## config.mk

```make
export PLATFORM = sky130hd
export DESIGN_NAME = id_ex_pipe_reg
export DESIGN_NICKNAME = d
export VERILOG_FILES = /design/src/rtl/pipe_pkg.sv /design/src/rtl/pipe_skid_buf.sv /design/src/rtl/id_ex_pipe_reg.sv
export SDC_FILE = /design/constraint.sdc
export NUM_CORES = 1
export LEC_CHECK = 0
export ABC_AREA = 1
export CORE_UTILIZATION = 44
export CTS_BUF_LIST = sky130_fd_sc_hd__clkbuf_2
export CTS_CLUSTER_DIAMETER = 60
export DETAILED_ROUTE_END_ITERATION = 10
export PLACE_DENSITY = 0.92
export SYNTH_ARGS = -nofsm -noshare
export SYNTH_HDL_FRONTEND = slang
export SYNTH_HIERARCHICAL = 1
export SYNTH_SLANG_ARGS = --single-unit
```

## constraint.sdc

```tcl
create_clock -name clk -period 2.2 [get_ports clk]
set_clock_uncertainty 0.2 [all_clocks]
set_input_delay 0.44 -clock clk [delete_from_list [all_inputs] [get_ports clk]]
set_output_delay 0.44 -clock clk [all_outputs]
set_load 0.01 [all_outputs]
```

## src/rtl/pipe_pkg.sv

```systemverilog
// Shared pipeline widths and the ID->EX payload bundle.
package pipe_pkg;

    localparam int DATA_W_DEF = 32;
    localparam int PC_W_DEF   = 32;
    localparam int DEST_W_DEF = 5;
    localparam int CMD_W_DEF  = 4;

    typedef struct packed {
        logic [DEST_W_DEF-1:0] dest;
        logic [DATA_W_DEF-1:0] val1;
        logic [DATA_W_DEF-1:0] val2;
        logic [DATA_W_DEF-1:0] reg2;
        logic [PC_W_DEF-1:0]   pc;
        logic [CMD_W_DEF-1:0]  exe_cmd;
        logic                  br_taken;
        logic                  mem_r_en;
        logic                  mem_w_en;
        logic                  wb_en;
    } id_ex_t;

endpackage

```

## src/rtl/pipe_skid_buf.sv

```systemverilog
// Generic two-entry valid/ready skid buffer; in_ready is a flop so
// there is no combinational out_ready->in_ready path.
module pipe_skid_buf #(
    parameter int W = 8
) (
    input  logic         clk,
    input  logic         rst,
    input  logic         flush,
    input  logic         in_valid,
    output logic         in_ready,
    input  logic [W-1:0] in_data,
    output logic         out_valid,
    input  logic         out_ready,
    output logic [W-1:0] out_data
);

    logic [W-1:0] main_q, main_d;
    logic [W-1:0] skid_q, skid_d;
    logic         main_v_q, main_v_d;
    logic         skid_v_q, skid_v_d;
    logic         rdy_q;
    logic         in_fire;

    assign in_fire   = in_valid & rdy_q;
    assign in_ready  = rdy_q;
    assign out_valid = main_v_q;
    assign out_data  = main_q;

    always_comb begin
        main_d   = main_q;
        main_v_d = main_v_q;
        skid_d   = skid_q;
        skid_v_d = skid_v_q;
        if (flush) begin
            main_v_d = 1'b0;
            skid_v_d = 1'b0;
        end else if (!main_v_q || out_ready) begin
            // skid entry is older than any new input, so it drains first
            if (skid_v_q) begin
                main_d   = skid_q;
                main_v_d = 1'b1;
                skid_v_d = 1'b0;
            end else if (in_fire) begin
                main_d   = in_data;
                main_v_d = 1'b1;
            end else begin
                main_v_d = 1'b0;
            end
        end else if (in_fire) begin
            skid_d   = in_data;
            skid_v_d = 1'b1;
        end
    end

    always_ff @(posedge clk) begin
        if (rst) begin
            main_q   <= '0;
            main_v_q <= 1'b0;
            skid_q   <= '0;
            skid_v_q <= 1'b0;
            rdy_q    <= 1'b0;
        end else begin
            main_q   <= main_d;
            main_v_q <= main_v_d;
            skid_q   <= skid_d;
            skid_v_q <= skid_v_d;
            rdy_q    <= ~skid_v_d;
        end
    end

endmodule

```

## src/rtl/id_ex_pipe_reg.sv

```systemverilog
// ID->EX pipeline register with flush, bubble gating and stall counter.
// Define ID_EX_SKID_EN for a registered-ready two-entry skid buffer.
module id_ex_pipe_reg
    import pipe_pkg::*;
#(
    parameter int DATA_W = DATA_W_DEF,
    parameter int PC_W   = PC_W_DEF,
    parameter int DEST_W = DEST_W_DEF,
    parameter int CMD_W  = CMD_W_DEF
) (
    input  logic              clk,
    input  logic              rst,
    input  logic              in_valid,
    output logic              in_ready,
    input  logic              flush,
    input  logic [DEST_W-1:0] dest_in,
    input  logic [DATA_W-1:0] val1_in,
    input  logic [DATA_W-1:0] val2_in,
    input  logic [DATA_W-1:0] reg2_in,
    input  logic [PC_W-1:0]   pc_in,
    input  logic [CMD_W-1:0]  exe_cmd_in,
    input  logic              br_taken_in,
    input  logic              mem_r_en_in,
    input  logic              mem_w_en_in,
    input  logic              wb_en_in,
    output logic              out_valid,
    input  logic              out_ready,
    output logic [DEST_W-1:0] dest,
    output logic [DATA_W-1:0] val1,
    output logic [DATA_W-1:0] val2,
    output logic [DATA_W-1:0] reg2,
    output logic [PC_W-1:0]   pc,
    output logic [CMD_W-1:0]  exe_cmd,
    output logic              br_taken,
    output logic              mem_r_en,
    output logic              mem_w_en,
    output logic              wb_en,
    output logic [15:0]       stall_cnt
);

    typedef struct packed {
        logic [DEST_W-1:0] dest;
        logic [DATA_W-1:0] val1;
        logic [DATA_W-1:0] val2;
        logic [DATA_W-1:0] reg2;
        logic [PC_W-1:0]   pc;
        logic [CMD_W-1:0]  exe_cmd;
        logic              br_taken;
        logic              mem_r_en;
        logic              mem_w_en;
        logic              wb_en;
    } pay_t;

    localparam int PAY_W = $bits(pay_t);

    pay_t pay_in;
    pay_t pay_q;
    logic vld_q;

    assign pay_in = '{
        dest:     dest_in,
        val1:     val1_in,
        val2:     val2_in,
        reg2:     reg2_in,
        pc:       pc_in,
        exe_cmd:  exe_cmd_in,
        br_taken: br_taken_in,
        mem_r_en: mem_r_en_in,
        mem_w_en: mem_w_en_in,
        wb_en:    wb_en_in
    };

`ifdef ID_EX_SKID_EN
    logic [PAY_W-1:0] pay_vec;

    pipe_skid_buf #(
        .W(PAY_W)
    ) u_skid (
        .clk       (clk),
        .rst       (rst),
        .flush     (flush),
        .in_valid  (in_valid),
        .in_ready  (in_ready),
        .in_data   (pay_in),
        .out_valid (vld_q),
        .out_ready (out_ready),
        .out_data  (pay_vec)
    );

    assign pay_q = pay_t'(pay_vec);
`else
    assign in_ready = ~rst & (out_ready | ~vld_q);

    always_ff @(posedge clk) begin
        if (rst) begin
            pay_q <= '0;
            vld_q <= 1'b0;
        end else if (flush) begin
            vld_q <= 1'b0;
        end else if (in_valid && in_ready) begin
            pay_q <= pay_in;
            vld_q <= 1'b1;
        end else if (out_ready) begin
            vld_q <= 1'b0;
        end
    end
`endif

    assign out_valid = vld_q;
    assign dest      = pay_q.dest;
    assign val1      = pay_q.val1;
    assign val2      = pay_q.val2;
    assign reg2      = pay_q.reg2;
    assign pc        = pay_q.pc;
    assign exe_cmd   = pay_q.exe_cmd;
    // side-effecting controls must read as a bubble when nothing is held
    assign br_taken  = pay_q.br_taken & vld_q;
    assign mem_r_en  = pay_q.mem_r_en & vld_q;
    assign mem_w_en  = pay_q.mem_w_en & vld_q;
    assign wb_en     = pay_q.wb_en & vld_q;

    always_ff @(posedge clk) begin
        if (rst) begin
            stall_cnt <= '0;
        end else if (vld_q && !out_ready && !(&stall_cnt)) begin
            stall_cnt <= stall_cnt + 16'd1;
        end
    end

endmodule

```

==> reports/qor.csv <==
stage,metric,value,unit
min_path,Hold Path Sink,val2[16],
grt,vias in the first global route,5851,
synth,YS warnings,6,
critical_path,CP arrival,1.53,ns
synth,"Seq/Total Area, Yosys",43.9,%
layout,final design utilization,62.8,%
routing,DRC,0,
placed_design,Area after DPL,9530,sq um
timing,min Tclk post-route,2.17,ns
floorplan,Die Wd,130,um
clock_tree,TritonCTS clock tree,built,
critical_path,crit path kind,flop to output pin,
critical_path,R2R Path End,stall_cnt[7],
clock_tree,CTS Buf Count,17,
timing,worst-margin pin slew,0.557,ns
critical_path,crit end category,output pin,
floorplan,Boundary Pins,305,
layout,"commonest non-fill, non-tap cell in the layout",inv_1,
timing,Max Fclk,0.460,GHz
layout,final net count,1267,
floorplan,Starting Density,45.2,%
min_path,hold_sp,val2_in[16],
run,Max Cap Viol,0,
critical_path,crit-path cells,buf_6 -> buf_6 -> nand2_2 -> inv_2 -> buf_6,
layout,post-route insts no fill,1348,
synth,Synth area leader,dfxtp_1,
floorplan,Die ar.,16900,sq um
placed_design,DP Cell Count,1286,
min_path,hold depth,3,
synth,synth top area cells,"dfxtp_1 44%, buf_4 15%, o21ai_0 9.5%",
synth,Synth Net Count,1073,
critical_path,max incr delay on CP,0.40,ns
timing,Final Setup Violations,0,
critical_path,r2r worst-path depth,9,
critical_path,Most common cell on crit path,buf_6,
floorplan,die height,130,um
placed_design,Post-DP HPWL,13600,um
routing,Antenna Nets Post-Route,0,
synth,"Primary FF master, synth",dfxtp_1,
floorplan,# rows,46,
grt,global route total overflow,0,
critical_path,crit path buf inv count,4,
clock_tree,clock-pin slew on the worst setup and hold paths,0.24,ns
grt,initial antenna violation count,0,
layout,most frequent cells in the layout,"161 x inv_1, 153 x dlygate4sd2_1, 145 x clkdlybuf4s50_1, 136 x o21ai_0, 133 x a21oi_1",
synth,Post-synth EDFFs,0,
synth,Post-Syn Area per Cell,7.77,sq um
synth,#FFs+latches synth,158,
synth,asr flop ratio synth,0,%
clock_tree,worst-skew pair later-pin latency,0.69,ns
placed_design,Port Buf Inserts,304,
layout,layout cells sized above 1,20.1,%
timing,RSZ-0062 raised after global routing,yes,
routing,Via density,4.66,
synth,Yosys cell types,27,
timing,Final period util,98.9,%
power,peak supply drop,0.000352,V
critical_path,"delay-heaviest family, CP",flip-flops,
timing,count of final hold-check violations,0,
power,Power Density,575,nW/um^2
critical_path,"Slowest-stage cell, CP",dfxtp_4,
critical_path,critical path required time,1.56,ns
routing,DRT iter0 DRCs,291,
layout,ant diodes,0,
placed_design,GPL Wtd Cong,0.786,
grt,largest net degree at the start of global routing,52,
layout,area grow syn2layout,39.0,%
power,Static Leak,0.00458,uW
layout,Final Cell Area,10000,sq um
critical_path,"setup slack, reg-to-reg",0.17,ns
clock_tree,Root Buffer Master,clkbuf_2,
routing,vias after detailed routing,6279,
synth,Yosys top cell area share,43.9,%
synth,post-synthesis cell count,926,
clock_tree,H-tree depth,4,
clock_tree,clk sink count,158,
status,run status,completed,
critical_path,FF-to-FF Start,stall_cnt[0],
routing,routed wire length,18700,um
grt,first-pass GRT wire length,27500,um
critical_path,"Max FO, Critical Path",3,
routing,DRT Pass-1 Iters,4,
clock_tree,Clock Tree Buf Depth,2,
routing,Routed WL per cell,13.8,um
floorplan,core box area,15900,sq um
synth,Mapped Area,7200,sq um
min_path,hold crit path type,input pin to flop,
timing,Slew headroom,62.7,%
timing,Slew Limit Fails,0,
critical_path,Startpoint Class,flop,
timing,worst hold slack,0.109,ns
grt,overall routing resource usage,21.0,%
-- worst max-delay path by stage --
| stage | start | to | slack (ns) | cells after the start |
|---|---|---|---|---|
| after detailed placement | out_ready | in_ready | -0.16 | 6 |
| after global routing | out_valid | mem_w_en | -0.1 | 5 |
| after floorplan | stall_cnt[0] | stall_cnt[3] | 0.51 | 9 |
| after global placement | out_ready | in_ready | -0.13 | 6 |
| after CTS | out_valid | mem_w_en | -0.07 | 5 |
| final | out_valid | mem_w_en | 0.03 | 5 |
-- kinds of logic after synthesis --
logic type	synth area share [%]
buf+inv	27.1
flops	43.9
fa+ha+maj	0.174
simple gates	7.00
compound gates	20.9
xor+xnor	0.852
-- synth_stat cells (9+ instances only) --
master / count
buf_6: 11
inv_1: 166
o21ai_1: 11
nand2_1: 51
a21oi_1: 133
dfxtp_1: 158
clkbuf_1: 22
o21ai_0: 136
buf_2: 11
buf_4: 140
nand3_1: 9
a21oi_2: 9
nor2_1: 41
-- report_power, final --
part | internal [uW] | switching, uW | total [uW]
registers | 3020 | 70.2 | 3090
clock network | 639 | 1080 | 1720
logic | 528 | 418 | 946
-- worst reg2reg max path: cells and delay by family, from the launching register on --
family,cells,cell delay (ns)
buf+inv,1,0.12
fa+ha+maj,1,0.19
simple gates,6,0.59
compound gates,1,0.46
flops,1,0.39
-- routing by layer --
metal | global-route usage [%] | share of wire (%) | vias up
li1 | - | - | 3155
met1 | 21.5 | 38 | 2855
met2 | 38.6 | 51 | 229
met3 | 7.22 | 7.7 | 40
met4 | 9.23 | 3.0 | 0
met5 | 0 | 0 | -
-- final cells by class --
class / instances / area (sq um)
Clock buffer: 18 / 90.1
Multi-Input combinational cell: 414 / 2110
Tap cell: 216 / 270
Sequential cell: 158 / 3320
Fill cell: 1323 / 5940
Clock inverter: 13 / 165
Inverter: 167 / 628
Timing Repair Buffer: 362 / 3420
-- through the flow --
| step | TNS (ns) | setup slack [ns] | total power, uW |
|---|---|---|---|
| CTS | -0.233 | -0.0703 | 5800 |
| global route | -0.424 | -0.0971 | 6030 |
| detailed placement | -1.03 | -0.160 | 4150 |
| global placement | -0.170 | -0.129 | 4110 |
| floorplan | 0 | 0.505 | 3670 |
| finish | 0 | 0.0252 | 5760 |
-- sequential cells by signal, indices dropped and copies added (netlist names) --
signal / cells
pc: 32
reg2: 32
dest: 5
out_valid: 1
val2: 32
exe_cmd: 4
pay_q: 4
stall_cnt: 16
val1: 32
-- repair_timing --
action                                 in CTS  in global routing
pin swaps                                   0                  1
setup buffers                              31                  0
resized for setup                         302                  6
hold buffers                                0                  0
endpoints found under the hold margin       0                  0
setup endpoints to repair                 159                  8
(Power assumes the default switching activity.)
